File: src/rtl/rgb_timing_pkg.sv
// Shared types and timing defaults for the RGB panel timing generator.
// Totals are computed here so both axes and the top agree on them.
package rgb_timing_pkg;

  localparam int CNT_W     = 12;
  localparam int MAX_TOTAL = 4096;

  typedef enum logic [1:0] {
    IDLE,
    WAIT_READY,
    RUN
  } state_e;

  localparam int   DEF_H_ACTIVE = 800;
  localparam int   DEF_H_FP     = 40;
  localparam int   DEF_H_SYNC   = 48;
  localparam int   DEF_H_BP     = 40;
  localparam int   DEF_V_ACTIVE = 480;
  localparam int   DEF_V_FP     = 13;
  localparam int   DEF_V_SYNC   = 3;
  localparam int   DEF_V_BP     = 29;
  localparam logic DEF_SYNC_POL = 1'b0;

  function automatic int axis_total(
    input int sync,
    input int bp,
    input int active,
    input int fp
  );
    return sync + bp + active + fp;
  endfunction

endpackage

File: src/rtl/rgb_timing_gen_if.sv
// Control levels in, registered panel timing out.
// master = timing generator, slave = readout stage.
interface rgb_timing_gen_if;
  import rgb_timing_pkg::*;

  logic             Enable;
  logic             Frame_Ready;
  logic             VSA;
  logic             HSA;
  logic             DE;
  logic [CNT_W-1:0] Pixel_X;
  logic [CNT_W-1:0] Pixel_Y;
  logic             Frame_Start;
  logic             Line_Start;
  logic             Busy;

  modport master (
    input  Enable, Frame_Ready,
    output VSA, HSA, DE, Pixel_X, Pixel_Y,
    output Frame_Start, Line_Start, Busy
  );

  modport slave (
    output Enable, Frame_Ready,
    input  VSA, HSA, DE, Pixel_X, Pixel_Y,
    input  Frame_Start, Line_Start, Busy
  );

endinterface

File: src/rtl/sync_axis_counter.sv
// One timing axis: sync, back porch, active, front porch.
// Segment flags and the active index decode straight off the count.
module sync_axis_counter
  import rgb_timing_pkg::*;
#(
  parameter int SYNC   = 1,
  parameter int BP     = 1,
  parameter int ACTIVE = 1,
  parameter int FP     = 1
) (
  input  logic             clk,
  input  logic             rst_n,
  input  logic             clear_i,
  input  logic             advance_i,
  output logic [CNT_W-1:0] count_o,
  output logic             wrap_o,
  output logic             in_sync_o,
  output logic             in_active_o,
  output logic [CNT_W-1:0] active_index_o
);

  localparam int TOTAL = axis_total(SYNC, BP, ACTIVE, FP);
  localparam int A0    = SYNC + BP;
  localparam int A1    = A0 + ACTIVE;

  logic [CNT_W-1:0] cnt_q, cnt_d;

  assign count_o        = cnt_q;
  assign wrap_o         = advance_i
                       && (cnt_q == CNT_W'(TOTAL - 1));
  assign in_sync_o      = cnt_q < CNT_W'(SYNC);
  assign in_active_o    = (cnt_q >= CNT_W'(A0))
                       && (cnt_q < CNT_W'(A1));
  assign active_index_o = cnt_q - CNT_W'(A0);

  always_comb begin
    cnt_d = cnt_q;
    if (clear_i)        cnt_d = '0;
    else if (wrap_o)    cnt_d = '0;
    else if (advance_i) cnt_d = cnt_q + 1'b1;
  end

  always_ff @(posedge clk or negedge rst_n) begin
    if (!rst_n) cnt_q <= '0;
    else        cnt_q <= cnt_d;
  end

endmodule

File: src/rtl/rgb_timing_gen.sv
// RGB panel timing generator: waits for a buffered frame, then scans
// whole frames; all panel outputs are registered counter decodes.
module rgb_timing_gen
  import rgb_timing_pkg::*;
#(
  parameter int   H_ACTIVE = DEF_H_ACTIVE,
  parameter int   H_FP     = DEF_H_FP,
  parameter int   H_SYNC   = DEF_H_SYNC,
  parameter int   H_BP     = DEF_H_BP,
  parameter int   V_ACTIVE = DEF_V_ACTIVE,
  parameter int   V_FP     = DEF_V_FP,
  parameter int   V_SYNC   = DEF_V_SYNC,
  parameter int   V_BP     = DEF_V_BP,
  parameter logic SYNC_POL = DEF_SYNC_POL
) (
  input  logic             Sys_Clock,
  input  logic             Reset,
  rgb_timing_gen_if.master tim
);

  localparam int H_TOTAL = axis_total(H_SYNC, H_BP, H_ACTIVE, H_FP);
  localparam int V_TOTAL = axis_total(V_SYNC, V_BP, V_ACTIVE, V_FP);

  if (H_TOTAL > MAX_TOTAL || V_TOTAL > MAX_TOTAL) begin : g_bad_total
    $error("rgb_timing_gen: axis total exceeds 12-bit counter range");
  end

  state_e           state_q;
  logic             run;
  logic [CNT_W-1:0] h_cnt, v_cnt, h_idx, v_idx;
  logic             h_wrap, v_wrap;
  logic             h_sync, v_sync, h_act, v_act;

  logic             vsa_q, hsa_q, de_q;
  logic [CNT_W-1:0] x_q, y_q;
  logic             fs_q, ls_q, busy_q;

  assign run = (state_q == RUN);

  sync_axis_counter #(
    .SYNC(H_SYNC), .BP(H_BP), .ACTIVE(H_ACTIVE), .FP(H_FP)
  ) u_h (
    .clk            (Sys_Clock),
    .rst_n          (Reset),
    .clear_i        (!run),
    .advance_i      (run),
    .count_o        (h_cnt),
    .wrap_o         (h_wrap),
    .in_sync_o      (h_sync),
    .in_active_o    (h_act),
    .active_index_o (h_idx)
  );

  sync_axis_counter #(
    .SYNC(V_SYNC), .BP(V_BP), .ACTIVE(V_ACTIVE), .FP(V_FP)
  ) u_v (
    .clk            (Sys_Clock),
    .rst_n          (Reset),
    .clear_i        (!run),
    .advance_i      (h_wrap),
    .count_o        (v_cnt),
    .wrap_o         (v_wrap),
    .in_sync_o      (v_sync),
    .in_active_o    (v_act),
    .active_index_o (v_idx)
  );

  // v_wrap marks the last clock of a frame; only there may RUN end.
  always_ff @(posedge Sys_Clock or negedge Reset) begin
    if (!Reset) begin
      state_q <= IDLE;
      vsa_q   <= ~SYNC_POL;
      hsa_q   <= ~SYNC_POL;
      de_q    <= 1'b0;
      x_q     <= '0;
      y_q     <= '0;
      fs_q    <= 1'b0;
      ls_q    <= 1'b0;
      busy_q  <= 1'b0;
    end else begin
      unique case (state_q)
        IDLE: begin
          if (tim.Enable) state_q <= WAIT_READY;
        end
        WAIT_READY: begin
          if (!tim.Enable)          state_q <= IDLE;
          else if (tim.Frame_Ready) state_q <= RUN;
        end
        RUN: begin
          if (v_wrap && !tim.Enable) state_q <= IDLE;
        end
        default: state_q <= IDLE;
      endcase

      vsa_q  <= run ? (v_sync ~^ SYNC_POL) : ~SYNC_POL;
      hsa_q  <= run ? (h_sync ~^ SYNC_POL) : ~SYNC_POL;
      de_q   <= run && h_act && v_act;
      x_q    <= (run && h_act && v_act) ? h_idx : '0;
      y_q    <= (run && h_act && v_act) ? v_idx : '0;
      fs_q   <= run && (h_cnt == '0) && (v_cnt == '0);
      ls_q   <= run && (h_cnt == '0);
      busy_q <= run;
    end
  end

  assign tim.VSA         = vsa_q;
  assign tim.HSA         = hsa_q;
  assign tim.DE          = de_q;
  assign tim.Pixel_X     = x_q;
  assign tim.Pixel_Y     = y_q;
  assign tim.Frame_Start = fs_q;
  assign tim.Line_Start  = ls_q;
  assign tim.Busy        = busy_q;

endmodule

File: src/flat_wrapper.sv
// flat-port wrapper written by rule: the top's interface ports become plain ports
module rgb_timing_gen_flat import rgb_timing_pkg::*;
#(
  parameter int   H_ACTIVE = DEF_H_ACTIVE,
  parameter int   H_FP     = DEF_H_FP,
  parameter int   H_SYNC   = DEF_H_SYNC,
  parameter int   H_BP     = DEF_H_BP,
  parameter int   V_ACTIVE = DEF_V_ACTIVE,
  parameter int   V_FP     = DEF_V_FP,
  parameter int   V_SYNC   = DEF_V_SYNC,
  parameter int   V_BP     = DEF_V_BP,
  parameter logic SYNC_POL = DEF_SYNC_POL
)
  (Sys_Clock, Reset, tim_Enable, tim_Frame_Ready, tim_VSA, tim_HSA, tim_DE, tim_Pixel_X, tim_Pixel_Y, tim_Frame_Start, tim_Line_Start, tim_Busy);
  rgb_timing_gen_if tim_i ();
  input  logic Sys_Clock;
  input  logic Reset;
  input wire logic [$bits(tim_i.Enable)-1:0] tim_Enable;
  input wire logic [$bits(tim_i.Frame_Ready)-1:0] tim_Frame_Ready;
  output wire logic [$bits(tim_i.VSA)-1:0] tim_VSA;
  output wire logic [$bits(tim_i.HSA)-1:0] tim_HSA;
  output wire logic [$bits(tim_i.DE)-1:0] tim_DE;
  output wire logic [$bits(tim_i.Pixel_X)-1:0] tim_Pixel_X;
  output wire logic [$bits(tim_i.Pixel_Y)-1:0] tim_Pixel_Y;
  output wire logic [$bits(tim_i.Frame_Start)-1:0] tim_Frame_Start;
  output wire logic [$bits(tim_i.Line_Start)-1:0] tim_Line_Start;
  output wire logic [$bits(tim_i.Busy)-1:0] tim_Busy;
  assign tim_i.Enable = tim_Enable;
  assign tim_i.Frame_Ready = tim_Frame_Ready;
  assign tim_VSA = tim_i.VSA;
  assign tim_HSA = tim_i.HSA;
  assign tim_DE = tim_i.DE;
  assign tim_Pixel_X = tim_i.Pixel_X;
  assign tim_Pixel_Y = tim_i.Pixel_Y;
  assign tim_Frame_Start = tim_i.Frame_Start;
  assign tim_Line_Start = tim_i.Line_Start;
  assign tim_Busy = tim_i.Busy;
  rgb_timing_gen #(.H_ACTIVE(H_ACTIVE), .H_FP(H_FP), .H_SYNC(H_SYNC), .H_BP(H_BP), .V_ACTIVE(V_ACTIVE), .V_FP(V_FP), .V_SYNC(V_SYNC), .V_BP(V_BP), .SYNC_POL(SYNC_POL)) u_core (.Sys_Clock(Sys_Clock), .Reset(Reset), .tim(tim_i));
endmodule
File: config.mk
export PLATFORM = sky130hd
export DESIGN_NAME = rgb_timing_gen_flat
export DESIGN_NICKNAME = d
export VERILOG_FILES = /design/src/rtl/rgb_timing_pkg.sv /design/src/rtl/rgb_timing_gen_if.sv /design/src/rtl/sync_axis_counter.sv /design/src/rtl/rgb_timing_gen.sv /design/src/flat_wrapper.sv
export SDC_FILE = /design/constraint.sdc
export NUM_CORES = 1
export LEC_CHECK = 0
export CORE_MARGIN = 1
export CORE_UTILIZATION = 40
export DETAILED_ROUTE_END_ITERATION = 7
export GPL_TIMING_DRIVEN = 0
export PLACE_DENSITY = 0.68
export SETUP_SLACK_MARGIN = 0.4
export SLEW_MARGIN = 25
export SYNTH_ARGS = -nofsm -noshare
export SYNTH_HDL_FRONTEND = slang
export SYNTH_SLANG_ARGS = --single-unit
File: constraint.sdc
create_clock -name Sys_Clock -period 5.1 [get_ports Sys_Clock]
set_input_delay 0.51 -clock Sys_Clock [delete_from_list [all_inputs] [get_ports Sys_Clock]]
set_output_delay 0.51 -clock Sys_Clock [all_outputs]
set_load 0.01 [all_outputs]
# Yosys cells after proc, flatten, opt, wreduce, memory -nomap -nowiden
# Cells that the tools add are included.
[totals]
wordCells = 59
latch_bits = 0
n_memories = 0
mem_bits_ro = 0
regBits = 56
mem_bits_rw = 0
[op_classes]
n_mux = 14
mul = 0
n_lt_le_gt_ge = 6
shifts = 0
bitwise_logic = 2
eq_ne = 8
reduce_logical = 14
n_div = 0
addsub = 4
[op_table]
columns = ["operator", "n"]
rows = [
  ["12-bit two-way mux", 7],
  ["12-bit by 1-bit adder with 12-bit output, second input constant", 2],
  ["12-bit by 10-bit == test with 1-bit output, second input constant", 2],
  ["12-bit zero test", 2],
  ["12-bit by 10-bit less-than comparator with 1-bit output, second input constant", 2],
  ["12-bit by 6-bit greater-or-equal comparator with 1-bit output, second input constant", 1],
  ["12-bit by 7-bit greater-or-equal comparator with 1-bit output, second input constant", 1],
  ["12-bit by 2-bit less-than comparator with 1-bit output, second input constant", 1],
  ["12-bit by 6-bit less-than comparator with 1-bit output, second input constant", 1],
  ["12-bit by 6-bit subtractor with 12-bit output, second input constant", 1],
  ["12-bit by 7-bit subtractor with 12-bit output, second input constant", 1],
  ["1-bit logical AND", 9],
  ["2-bit two-way mux", 4],
  ["3-bit inequality test, second input constant", 2],
  ["2-bit one-hot mux with 3 select lines", 1],
  ["2-bit inequality test, second input constant", 2],
  ["3-bit AND reduction", 1],
  ["2-bit by 1-bit == test with 1-bit output, second input constant", 1],
  ["2-bit == test, second input constant", 1],
  ["2-bit zero test", 1],
  ["1-bit two-way mux", 2],
  ["1-bit NOT", 2],
  ["1-bit zero test", 1],
]

# Logic depth before layout (Yosys ltp)
# Gate-level depths: netlist of the first run.
[logic_depth]
ltp_word = 6
mapped_depth = 7
mapped_depth_nobuf = 6

# By module
# Synthesis of the first run repeated with hierarchy kept, for this count alone.
[hier_totals]
hier_cells = 273
hier_area_um2 = 2862.7
[modules_own_cells]
columns = ["module", "cells_per_inst", "n_inst", "area_per_inst_um2", "seq_area_each_um2"]
rows = [
  ["rgb_timing_gen", 76, 1, 1113.6, 803.3],
  ["sync_axis_counter (u_core.u_h)", 98, 1, 884.6, 300.3],
  ["sync_axis_counter (u_core.u_v)", 99, 1, 864.6, 300.3],
]

# Least setup slack after synthesis of the first run
# No wires, ideal clock.
[synth_timing]
kind = "reg2reg"
start = "register u_core.u_h.cnt_q[0] (netlist: u_core.u_h.count_o[0])"
end = "register u_core.u_h.cnt_q[5] (netlist: u_core.u_h.count_o[5])"
stages_incl_launch_ff = 8
t_required_ns = 4.981
arrival_time_ns = 1.739
setup_time_ns = 0.119
path_slack_ns = 3.242
path_buffers = 2
path_cell_list = "dfrtp_1 -> ha_1 -> nand4_1 -> or4_1 -> buf_6 -> nand2_8 -> buf_8 -> nor2_1"
[synth_via]
elab_chain_cells = 4
elab_cells_between_ends = 5
[synth_rtl]
columns = ["element", "line", "rtl"]
rows = [
  ["start: declaration", "sync_axis_counter.sv:26", "logic [CNT_W-1:0] cnt_q, cnt_d;"],
  ["start signal: assignment", "sync_axis_counter.sv:45", "else cnt_q <= cnt_d;"],
  ["parallel branches: the longest is 2 deep, another holds 12-bit by 1-bit adder with 12-bit output", "n/a", ""],
  ["12-bit two-way mux *", "sync_axis_counter.sv:39", "else if (wrap_o) cnt_d = '0;"],
  ["12-bit two-way mux *", "sync_axis_counter.sv:38", "if (clear_i) cnt_d = '0;"],
  ["named net u_core.u_h.cnt_d[5]", "sync_axis_counter.sv:26", ""],
]
# Mark *: on every way through the listed nets, which the timed path passes.
# A chain may end at the register's enable or synchronous reset.

# Worst setup path in the final report of the first run
[layout_timing]
start = "register u_core.u_v.cnt_q[5] (netlist: u_core.u_v.count_o[5])"
end = "register u_core.x_q[9] (netlist: u_core.tim.Pixel_X[9])"
[layout_via]
elab_chain_cells = 4
elab_cells_between_ends = 5
[layout_rtl]
columns = ["element", "line", "rtl"]
rows = [
  ["start: declaration", "sync_axis_counter.sv:26", ""],
  ["start signal: assignment", "sync_axis_counter.sv:45", ""],
  ["12-bit by 6-bit greater-or-equal comparator with 1-bit output or 12-bit by 10-bit less-than comparator with 1-bit output (tied branches)", "sync_axis_counter.sv:32, sync_axis_counter.sv:33", ""],
  ["1-bit logical AND *", "sync_axis_counter.sv:33", "&& (cnt_q < CNT_W'(A1));"],
  ["1-bit logical AND *", "rgb_timing_gen.sv:98", "x_q <= (run && h_act && v_act) ? h_idx : '0;"],
  ["12-bit two-way mux *", "rgb_timing_gen.sv:98", ""],
  ["end signal: assignment", "rgb_timing_gen.sv:98", ""],
  ["end: declaration", "rgb_timing_gen.sv:35", "logic [CNT_W-1:0] x_q, y_q;"],
]
# Mark *: on every way between the ends. The rest lies on a longest branch, timed or not.

==> results of run 1 <==
flip-flops by register name, summed over array words and instances (netlist names):
signal	flops
u_core.tim.Frame_Start	1
u_core.tim.Pixel_Y	12
u_core.u_v.count_o	12
u_core.tim.Busy	1
u_core.state_q	2
u_core.tim.Pixel_X	12
u_core.tim.VSA	1
u_core.tim.HSA	1
u_core.u_h.count_o	12
u_core.tim.DE	1
u_core.tim.Line_Start	1
power by group:
part / internal (W) / switching [W]
Clock: 0.000145 / 0.000140
Sequential: 0.000457 / 0.00000728
Combinational: 0.0000294 / 0.0000397
worst max-delay path: cells and delay by family (launching register included):
kind,cells,cell delay (ns)
simple gates,3,0.79
buf+inv,2,0.50
flops,1,0.42
compound gates,1,0.30
per-stage QoR:
stage          setup WS [ns]  power, W  utilization  cells  hold slack [ns]
5_1_grt                 2.78  0.000854        0.507    388            0.306
3_3_place_gp            1.89  0.000542        0.491    380            0.476
3_5_place_dp            2.98  0.000543        0.490    380            0.494
4_1_cts                 2.96  0.000829        0.507    388            0.268
2_1_floorplan           3.24  0.000507            -    270            0.214
6_report                2.96  0.000819        0.507    388            0.245
layer usage:
layer,vias up,GRT usage
li1,1017,-
met1,981,0.243
met2,57,0.276
met3,4,0.0263
met4,0,0.0524
met5,-,0
placed cells by master, fill, tap and decap left out, types with 3 or more instances in the layout:
cell             netlist  final
a21oi_1                3      3
a31oi_1                8      8
a41oi_1                3      3
and2_1                 3      3
and3_1                 3      3
buf_2                 11     11
clkbuf_1               6      6
clkbuf_8               0      5
clkdlybuf4s50_1        0     32
dfrtp_1               54     54
ha_1                   8      8
inv_1                 10     10
nand2_1               14     14
nand2b_1               3      3
nand3_1               16     16
nand3b_1               3      3
nand4_1                7      7
nor2_1                24     24
nor3_1                26     26
nor3b_1                5      5
o21ai_0                8      8
or3b_2                 3      3
or4_1                  3      3
xnor2_1               17     17
xor2_1                 7      7
kinds of logic after synthesis:
logic type               synth area share
AND/OR/NAND/NOR                     0.254
flip-flops                          0.509
AO/OA/AOI/OAI                      0.0685
XOR/XNOR                           0.0762
buffers and inverters              0.0567
adder cells (fa/ha/maj)            0.0363
worst paths after layout:
path | from | slack (ns) | endpoint | depth (start not counted)
min in group Sys_Clock | u_core.state_q[0] | 0.51 | u_core.state_q[0] | 1
max in group asynchronous | Reset | 4.40 | u_core.tim.Pixel_X[6] | 1
worst max register to register | u_core.u_v.count_o[5] | 2.96 | u_core.tim.Pixel_X[9] | 6
worst min-delay path | Reset | 0.24 | u_core.u_v.count_o[9] | 1
worst min register to register | u_core.state_q[0] | 0.51 | u_core.state_q[0] | 1
worst max-delay path | u_core.u_v.count_o[5] | 2.96 | u_core.tim.Pixel_X[9] | 6
layout make-up:
type	count	area, um^2
Inverter	11	41.3
Multi-Input combinational cell	183	1200
Tap cell	77	96.3
Sequential cell	56	1400
Buffer	20	115
Timing Repair Buffer	33	328
Fill cell	574	3200
Clock inverter	3	42.5
Clock buffer	5	68.8
==> impl_metrics.env, run 1 <==
export IMPL_syn_area_um2=2760
export IMPL_slew_headroom=0.543
export IMPL_dr_max_layer_used="met4"
export IMPL_die_area_um2=7240
export IMPL_fin_crit_sh=0.419
export IMPL_rows=29
export IMPL_track_usage=0.173
export IMPL_start_util=0.425
export IMPL_cap_violations=0
export IMPL_synthCells=270
export IMPL_setup_tns_ns=0
export IMPL_cp_data_required_time_ns=5.28
export IMPL_wl_met1_um=2720
export IMPL_fin_nets=322
export IMPL_grt_pass1_wl_um=9900
export IMPL_io_pins=34
export IMPL_ant_nets=0
export IMPL_synthToLayoutAreaGrowth_pct=19.4
export IMPL_synthTopCellsByArea="dfrtp_1 49%, xnor2_1 5.4%, nor3_1 4.7%"
export IMPL_firstDrtPassIters=4
export IMPL_clock_skew_ns=0.0121
export IMPL_synth_most_common_cell="dfrtp_1"
export IMPL_path_clk_slew_ns=0.10
export IMPL_antennaDiodeCount=0
export IMPL_drc=0
export IMPL_timing_fmax_mhz=468
export IMPL_netlist_top_cells_count="54 x dfrtp_1, 26 x nor3_1, 24 x nor2_1"
export IMPL_synthArstFlopShare=1.00
export IMPL_first_iter_violations=143
export IMPL_vias=2059
export IMPL_place_congestion=0.838
export IMPL_design_area_um2=3300
export IMPL_synth_edf_count=0
export IMPL_post_cts_setup_buffer_count=0
export IMPL_crit_chain="clkbuf_1, nor4_2, nand2_1, o21ai_2, buf_2, nor3_1"
export IMPL_cp_arrival_ns=2.32
export IMPL_final_max_slew_viol_count=0
export IMPL_dp_hpwl_um=4090
export IMPL_yosys_register_bits=56
export IMPL_seq_area_frac_synth=0.509
export IMPL_grt_max_degree=57
export IMPL_cts_max_path_buffers=2
export IMPL_critPathSlowestCell="nor4_2"
export IMPL_worst_pin_slew_ns=0.686
export IMPL_power_density_nw_per_um2=249
export IMPL_synth_avg_cell_area_um2=10.2
export IMPL_synth_flop_cell="dfrtp_1"
export IMPL_yosysTopAreaCell="dfrtp_1"
export IMPL_fp_dieW_um=85.1
export IMPL_antenna_found_initial=0
export IMPL_synth_top_cell_area_share=0.490
export IMPL_wirelength_um=5640
export IMPL_wl_met2_um=2630
export IMPL_drive_gt1_frac=0.113
export IMPL_cts_root_buf="clkbuf_8"
export IMPL_clock_sinks=56
export IMPL_dpl_cell_area_um2=3180
export IMPL_cts_buffers_inserted=5
export IMPL_fin_crit_ns=2.14
export IMPL_min_path_type="input pin to async pin"
export IMPL_setup_viol=0
export IMPL_syn_nets=282
export IMPL_cts_resized=0
export IMPL_rsz0062_at_grt="no"
export IMPL_die_h_um=85.1
export IMPL_synth_distinct_cells=45
export IMPL_grt_pass1_vias=2045
export IMPL_start_kind="flop"
export IMPL_critical_path_class="flop to flop"
export IMPL_dr_wl_met3_um=232
export IMPL_wl_per_cell_um=14.5
export IMPL_clkLatencyLatePin_ns=0.30
export IMPL_htreeDepth=2
export IMPL_cts_hold_fix_buffers=0
export IMPL_gr_total_overflow=0
export IMPL_leakagePower_nw=1.38
export IMPL_status="finished, final reports clean"
export IMPL_portBuffers=33
export IMPL_core_um2=6490
export IMPL_ir_worst_vdd_uv=137
export IMPL_finalHoldViolCount=0
export IMPL_crit_path_end_kind="flop"
export IMPL_slowest_delay_ns=0.52
export IMPL_cp_max_fo=10
export IMPL_cts_tree="done"
export IMPL_yosys_warnings=0
export IMPL_via_per_inst=5.31
No activity file was read; power rests on OpenSTA's default activity.
==> inputs of run 2 (changes only) <==
Settings changed: PLACE_DENSITY 0.68 to 0.7.
Clock period 5.1 ns to 1.75 ns, I/O delays scaled along.
==> impl_metrics.env, run 2 (synthesis gave the netlist of run 1 again) <==
export IMPL_synthToLayoutAreaGrowth_pct=55.1
export IMPL_critPathBufInv=2
export IMPL_wl_per_cell_um=17.1
export IMPL_drc=0
export IMPL_power_density_nw_per_um2=605
export IMPL_start_util=0.425
export IMPL_die_area_um2=7240
export IMPL_timing_fmax_mhz=511
export IMPL_leakagePower_nw=2.14
export IMPL_cts_max_path_buffers=2
export IMPL_portBuffers=33
export IMPL_p_int_w=0.00202
export IMPL_gr_total_overflow=0
export IMPL_first_iter_violations=109
export IMPL_nFillCells=428
export IMPL_fp_dieW_um=85.1
export IMPL_drive_gt1_frac=0.380
export IMPL_cts_root_buf="clkbuf_8"
export IMPL_critPathSlowestCell="or4_1"
export IMPL_final_common_cell="dfrtp_1"
export IMPL_mostFrequentLayoutCells="47 x dfrtp_1, 24 x buf_4, 23 x nor2_1, 18 x dlymetal6s2s_1, 17 x xnor2_1"
export IMPL_wirelength_um=7370
export IMPL_worst_pin_slew_ns=0.709
export IMPL_antenna_found_initial=0
export IMPL_cts_buffers_inserted=5
export IMPL_slew_headroom=0.528
export IMPL_io_pins=34
export IMPL_cp_arrival_ns=2.16
export IMPL_power_frac_comb=0.096
export IMPL_power_frac_clock=0.382
export IMPL_cap_violations=0
export IMPL_min_path_type="input pin to async pin"
export IMPL_critical_path_class="flop to flop"
export IMPL_slowest_delay_ns=0.53
export IMPL_utilization=0.659
export IMPL_grt_max_degree=57
export IMPL_finalHoldViolCount=0
export IMPL_antennaDiodeCount=0
export IMPL_clkLatencyLatePin_ns=0.31
export IMPL_fin_nets=364
export IMPL_ant_nets=0
export IMPL_worst_slack_ns=-0.209
export IMPL_crit_path_end_kind="flop"
export IMPL_cts_tree="done"
export IMPL_grt_pass1_vias=2312
export IMPL_crit_chain="or4_1, or4_4, buf_6, nand2_8, buf_8, nor2_1"
export IMPL_setup_viol=50
export IMPL_rows=29
export IMPL_r2r_slack_ns=-0.21
export IMPL_via_per_inst=5.42
export IMPL_power_switching_w=0.000574
export IMPL_r2r_end="u_core.u_h.count_o[9]"
export IMPL_r2r_start="u_core.u_h.count_o[11]"
export IMPL_core_um2=6490
export IMPL_fin_crit_sh=1.12
export IMPL_violations="setup timing"
export IMPL_clock_sinks=56
export IMPL_rsz0062_at_grt="yes"
export IMPL_grt_pass1_wl_um=11400
export IMPL_die_h_um=85.1
export IMPL_final_max_slew_viol_count=0
export IMPL_vias=2331
export IMPL_cp_max_fo=10
export IMPL_ff2ff_path_depth=6
export IMPL_ir_worst_vdd_uv=335
export IMPL_cp_data_required_time_ns=1.95
export IMPL_fin_crit_ns=1.96
export IMPL_seqPwrFrac=0.522
export IMPL_firstDrtPassIters=4
export IMPL_dp_hpwl_um=3900
export IMPL_setup_tns_ns=-6.03
export IMPL_place_congestion=0.913
export IMPL_track_usage=0.201
export IMPL_p_sw_frac=0.221
export IMPL_clock_skew_ns=0.00840
export IMPL_worst_path_dominant_cell_family="simple AND/OR/NAND/NOR gates"
export IMPL_htreeDepth=2
export IMPL_path_clk_slew_ns=0.10
export IMPL_status="finished with violations"
export IMPL_start_kind="flop"
==> run 2: final cells by class <==
type,count,area [um^2],area share
clock inverters,2,60.1,0.0140
plain buffers,20,228,0.0532
clock buffers,6,72.6,0.0169
multi-input cells,183,1520,0.356
repair buffers,75,843,0.197
well taps,77,96.3,0.0225
flip-flops and latches,56,1410,0.330
inverters,11,45.0,0.0105
==> run 2: how the worst max path moves through the flow <==
stage                            endpoint  cells past startpoint                   start  slack, ns
global route        u_core.u_h.count_o[5]                      7   u_core.u_h.count_o[0]      -0.25
floorplan           u_core.u_h.count_o[5]                      7   u_core.u_h.count_o[0]      -0.10
detailed placement  u_core.u_h.count_o[0]                      7   u_core.u_h.count_o[0]      -0.35
finish              u_core.u_h.count_o[9]                      6  u_core.u_h.count_o[11]      -0.21
CTS                 u_core.u_h.count_o[6]                      6  u_core.u_h.count_o[11]      -0.18
global placement    u_core.u_v.count_o[6]                      1                   Reset      -1.28
==> run 2: power by group through the flow <==
stage	combinational [W]	sequential (W)	clock (W)
after CTS	0.000227	0.00135	0.00101
final	0.000249	0.00135	0.000990
after global routing	0.000271	0.00136	0.00106
after detailed placement	0.000207	0.00138	0
after floorplan	0.0000973	0.00139	0
after global placement	0.000208	0.00138	0
==> run 2: worst register-to-register path, stage by stage (launching register included) <==
cell	delay (ns)
dfrtp_2	0.44
or4_1	0.53
or4_4	0.44
buf_6	0.16
nand2_8	0.10
buf_8	0.14
nor2_1	0.05
==> run 2: timing repair <==
item                       4_1_cts  5_1_grt
setup endpoints to repair       65       71
hold buffers                     1        0
hold endpoints to repair        54        0
pin swaps                       14       13
cloned                           5        0
setup buffers                   30        6
resized for setup               62       36
==> run 2: metal layers <==
layer | vias to the layer above | track usage | routed length (um)
met5 | - | 0 | 0
met4 | 0 | 0.0801 | 162
met3 | 10 | 0.0331 | 314
met2 | 66 | 0.340 | 3830
met1 | 1152 | 0.257 | 3060
li1 | 1103 | - | -
==> run 2: stage by stage <==
step | total power, W | worst slack, ns | cell area, um^2 | instances | hold WS (ns)
after floorplan | 0.00148 | -0.100 | 2990 | 270 | -0.121
after global placement | 0.00158 | -1.28 | 3420 | 380 | 0.478
after detailed placement | 0.00159 | -0.351 | 3420 | 380 | 0.270
after CTS | 0.00259 | -0.182 | 4100 | 424 | 0.434
after global routing | 0.00269 | -0.250 | 4280 | 430 | 0.488
final | 0.00259 | -0.209 | 4280 | 430 | 0.440
==> inputs of run 3 (changes only) <==
Settings changed: CTS_CLUSTER_SIZE from default to 20.
==> results of run 3 <==
No change in the layout: final DEF, timing and power equal those of run 2.
